$ cat config.mk
export PLATFORM = sky130hd
export DESIGN_NAME = ifetch_unit
export DESIGN_NICKNAME = d
export VERILOG_FILES = /design/src/rtl/ifetch_unit.sv
export SDC_FILE = /design/constraint.sdc
export NUM_CORES = 1
export LEC_CHECK = 0
export CORE_MARGIN = 3
export CORE_UTILIZATION = 51
export CTS_CLUSTER_DIAMETER = 100
export DETAILED_ROUTE_END_ITERATION = 8
export GPL_TIMING_DRIVEN = 0
export PLACE_DENSITY = 0.94
export SETUP_SLACK_MARGIN = 0.02
export SLEW_MARGIN = 10
export SYNTH_ARGS = -nofsm -noshare
export SYNTH_HDL_FRONTEND = slang
export SYNTH_SLANG_ARGS = --single-unit
$ cat constraint.sdc
create_clock -name clk -period 5.9 [get_ports clk]
set_clock_uncertainty 0.2 [all_clocks]
set_input_delay 0.885 -clock clk [delete_from_list [all_inputs] [get_ports clk]]
set_output_delay 0.885 -clock clk [all_outputs]
set_load 0.02 [all_outputs]
$ cat src/rtl/ifetch_unit.sv
// Instruction fetch unit: drives one outstanding imem request at a time, holds the
// fetched word in IR until decode accepts it, and handles branch redirects.
module ifetch_unit #(
    parameter logic [31:0] RESET_PC = 32'h0000_0000
) (
    input  logic        clk,
    input  logic        rst,
    output logic        imem_req,
    output logic [31:0] imem_addr,
    input  logic        imem_ack,
    input  logic [31:0] imem_rdata,
    input  logic        redirect_valid,
    input  logic [31:0] redirect_target,
    input  logic        instr_ready,
    output logic        instr_valid,
    output logic [31:0] instr,
    output logic [31:0] pc_out,
    output logic [5:0]  opcode,
    output logic [9:0]  xox,
    output logic [8:0]  xoxo,
    output logic [1:0]  xods
);

    typedef enum logic [1:0] {
        S_RESET = 2'd0,
        S_FETCH = 2'd1,
        S_HOLD  = 2'd2,
        S_FLUSH = 2'd3
    } state_t;

    state_t      state;
    logic        req;
    logic        valid;
    logic [31:0] pc;
    logic [31:0] ir;
    logic [31:0] pc_held;
    logic [31:0] target;
    logic [31:0] redir_aligned;

    assign redir_aligned = {redirect_target[31:2], 2'b00};

    always_ff @(posedge clk) begin
        if (rst) begin
            state   <= S_RESET;
            req     <= 1'b0;
            valid   <= 1'b0;
            pc      <= RESET_PC;
            ir      <= '0;
            pc_held <= RESET_PC;
            target  <= '0;
        end else begin
            case (state)
                S_RESET: begin
                    state <= S_FETCH;
                    req   <= 1'b1;
                end
                S_FETCH: begin
                    if (redirect_valid) begin
                        // Without an ack the request must stay on the bus unchanged,
                        // so the target waits in FLUSH until that stale ack arrives.
                        if (imem_ack) begin
                            pc    <= redir_aligned;
                            state <= S_FETCH;
                        end else begin
                            target <= redir_aligned;
                            state  <= S_FLUSH;
                        end
                        req   <= 1'b1;
                        valid <= 1'b0;
                    end else if (imem_ack) begin
                        ir      <= imem_rdata;
                        pc_held <= pc;
                        valid   <= 1'b1;
                        req     <= 1'b0;
                        state   <= S_HOLD;
                    end
                end
                S_HOLD: begin
                    if (redirect_valid) begin
                        pc    <= redir_aligned;
                        valid <= 1'b0;
                        req   <= 1'b1;
                        state <= S_FETCH;
                    end else if (instr_ready) begin
                        pc    <= pc + 32'd4;
                        valid <= 1'b0;
                        req   <= 1'b1;
                        state <= S_FETCH;
                    end
                end
                S_FLUSH: begin
                    if (imem_ack) begin
                        pc    <= redirect_valid ? redir_aligned : target;
                        state <= S_FETCH;
                    end else if (redirect_valid) begin
                        target <= redir_aligned;
                    end
                    req   <= 1'b1;
                    valid <= 1'b0;
                end
                default: begin
                    state <= S_RESET;
                    req   <= 1'b0;
                    valid <= 1'b0;
                end
            endcase
        end
    end

    assign imem_req    = req;
    assign imem_addr   = pc;
    assign instr_valid = valid;
    assign instr       = ir;
    assign pc_out      = pc_held;
    assign opcode      = ir[31:26];
    assign xox         = ir[10:1];
    assign xoxo        = ir[9:1];
    assign xods        = ir[1:0];

endmodule

==> impl_metrics.py <==
metrics = {
    "route": {
        "drt_first_pass_iters": 8,
        "antenna_left": 0,
        "routedWlPerCell_um": 18.9,
        "viasPerCell": 5.93,
        "vias": 7359,
        "drc_errors": 0,
        "routed_wl_mm": 23.5,
        "first_iter_violations": 1099,
    },
    "placement": {
        "place_ws_ps": 2340,
        "place_congestion": 1.02,
        "port_buffers": 190,
        "dp_hpwl_mm": 17.0,
    },
    "clocking": {
        "clk_latency_ps": 420,
        "clock_sinks": 132,
        "clk_pin_slew_worst_paths_ps": 60,
        "numCtsBuffers": 17,
        "cts-root-buf": "clkbuf_16",
        "h-tree-depth": 4,
        "ctsHoldBuffers": 0,
        "cts_max_path_buffers": 2,
        "post_cts_resized": 0,
        "cts_setup_buffers": 0,
        "cts_tree": "built",
    },
    "global_routing": {
        "overflow": 0,
        "grt_pass1_wl_mm": 34.5,
        "antenna_found_initial": 0,
        "grt_max_degree": 17,
        "first_global_vias": 6689,
        "grt.total_usage": 0.324,
    },
    "die": {
        "die_w_um": 117,
        "core_area_mm2": 0.0121,
        "die_area_mm2": 0.0138,
        "start_util": 0.524,
        "die_h_um": 117,
        "num_rows": 40,
        "io_pins": 194,
    },
    "power_and_ir_drop": {
        "p_leak_nw": 3.16,
        "p_per_area_mw_per_mm2": 270,
        "power.total_w": 0.00245,
        "switching_power_w": 0.000646,
        "ir_worst_vdd_uv": 155,
        "pwr-share-clk": 0.465,
        "p_int_w": 0.00180,
        "seq_power_share": 0.391,
        "comb_power_share": 0.143,
        "swShare": 0.264,
    },
    "critical_path": {
        "worstPathArrival_ps": 3550,
        "cp.required_ps": 6030,
        "reg2regPathDepth": 6,
        "path_class": "input pin to flip-flop",
        "cp_slowest_cell": "clkbuf_1",
        "crit_path_cell_trace": "clkdlybuf4s50_1 > buf_2 > nor3_1 > nor3_1 > clkbuf_1 > clkbuf_1 > o211ai_1 > a21oi_1",
        "max_stage_delay_ps": 530,
        "startpoint_type": "input pin",
        "r2r-start": "state[1]",
        "ff2ff_setup_slack_ps": 3150,
        "path_buf_inv": 4,
        "crit_family": "buffers and inverters",
        "r2r-end": "imem_addr[3]",
        "crit_fanout": 10,
        "cp-end-kind": "flip-flop",
    },
    "sta": {
        "tightest_slew_ps": 972,
        "final.period_utilization": 0.579,
        "fmax_mhz": 293,
        "finalHoldViolCount": 0,
        "slew-limit-headroom": 0.348,
        "setup_viol": 0,
        "fin_setup_tns_ps": 0,
        "setup_ws_ps": 2480,
        "finalCriticalPeriod_ps": 3420,
        "maxSlewViolCount": 0,
        "rsz0062_at_grt": "false",
    },
    "run": {
        "cap_violations": 0,
    },
    "cells_and_area": {
        "antenna_cells": 0,
        "area_delta_synth_final_pct": 43.5,
        "fillCellCount": 860,
        "drive_above_1_share": 0.0829,
        "final_nets": 1131,
        "final_common_cell": "nand2_1",
        "layout_common_cells": "244 x nand2_1, 190 x clkdlybuf4s50_1, 136 x a21oi_1",
    },
    "synthesis": {
        "ys_warn_count": 0,
        "yosys.area.top_type_share": 0.418,
        "synth.cell_area_mm2": 0.00631,
        "ys_types": 65,
        "netlist_instances": 852,
        "yosysTopAreaCell": "dfxtp_1",
        "ys.flop_type": "dfxtp_1",
        "yosys-top-cells-area": "dfxtp_1 42%, nand2_1 15%, a21oi_1 11%",
        "synth.net_count": 922,
        "avgSynthCellArea_um2": 7.41,
        "ys_ff_latch": 132,
        "synthArstFlopShare": 0,
        "synth_seq_area_share": 0.418,
        "synth_edf_count": 0,
    },
    "worst_hold_path": {
        "hp-class": "flip-flop to flip-flop",
        "holdPathEnd": "pc_out[27]",
        "whs_path_depth": 2,
        "hold_path_startpoint": "pc_out[27]",
    },
    "outcome": {
        "status": "finished clean",
    },
}
state kept, by name, summed over array words and instances (netlist names):
signal       cells
imem_req         1
target          32
instr           32
state            2
instr_valid      1
pc_out          32
imem_addr       32
layout make-up:
cell class                      instances  area, um2  area share
Multi-Input combinational cell        618       3160       0.349
Sequential cell                       132       2640       0.292
Timing Repair Buffer                  190       1900       0.210
Buffer                                 95        487      0.0537
Clock buffer                           20        457      0.0504
Tap cell                              168        210      0.0232
Clock inverter                         12        178      0.0196
Inverter                                7       26.3     0.00290
cell usage after synthesis (6+ instances only):
cell	instances
nand2_1	244
a21oi_1	136
dfxtp_1	132
clkbuf_1	48
nand3_1	32
nor2_1	31
buf_4	28
o21ai_0	22
nor3_1	13
buf_2	12
nand4_1	11
a22oi_1	9
inv_1	7
a22o_1	6
and3_1	6
nor4_1	6
o22ai_1	6
logic make-up after synthesis:
group | count (synthesis) | synth area share
compound gates | 220 | 0.203
xor+xnor | 8 | 0.0111
fa+ha+maj | 1 | 0.00198
buf+inv | 102 | 0.0812
flops | 132 | 0.418
mux | 6 | 0.0103
simple gates | 383 | 0.274
metal layers:
metal,GRT usage,part of all wire
met1,0.394,0.37
met2,0.538,0.47
met3,0.0951,0.13
met4,0.126,0.032
met5,0,0
through the flow:
stage                util  instances  instance area, um2  hold slack [ps]
floorplan               -        852                6310              232
global placement    0.699       1210                8430              237
detailed placement  0.699       1210                8430              246
CTS                 0.751       1242                9060              253
global route        0.751       1242                9060              267
finish              0.751       1242                9060              253
worst min-delay path, stage by stage (launching register included):
cell and delay [ps]:
dfxtp_1 300, nand2_1 50, a21oi_1 50
power groups by stage:
stage	clock, W	combinational (W)	sequential [W]
2_1_floorplan	0	0.000148	0.000992
3_3_place_gp	0	0.000331	0.000973
3_5_place_dp	0	0.000335	0.000974
4_1_cts	0.00113	0.000340	0.000955
5_1_grt	0.00118	0.000367	0.000960
6_report	0.00114	0.000350	0.000957
worst max path at each step:
| stage | start | cells after the start | to | slack [ps] |
|---|---|---|---|---|
| after floorplan | redirect_valid | 8 | imem_addr[11] | 3420 |
| after global placement | imem_ack | 7 | imem_addr[3] | 2330 |
| after detailed placement | redirect_valid | 8 | imem_addr[23] | 2340 |
| after CTS | redirect_valid | 8 | imem_addr[3] | 2680 |
| after global routing | redirect_valid | 8 | imem_addr[3] | 2520 |
| final | redirect_valid | 8 | imem_addr[3] | 2480 |
(Power assumes the default switching activity.)
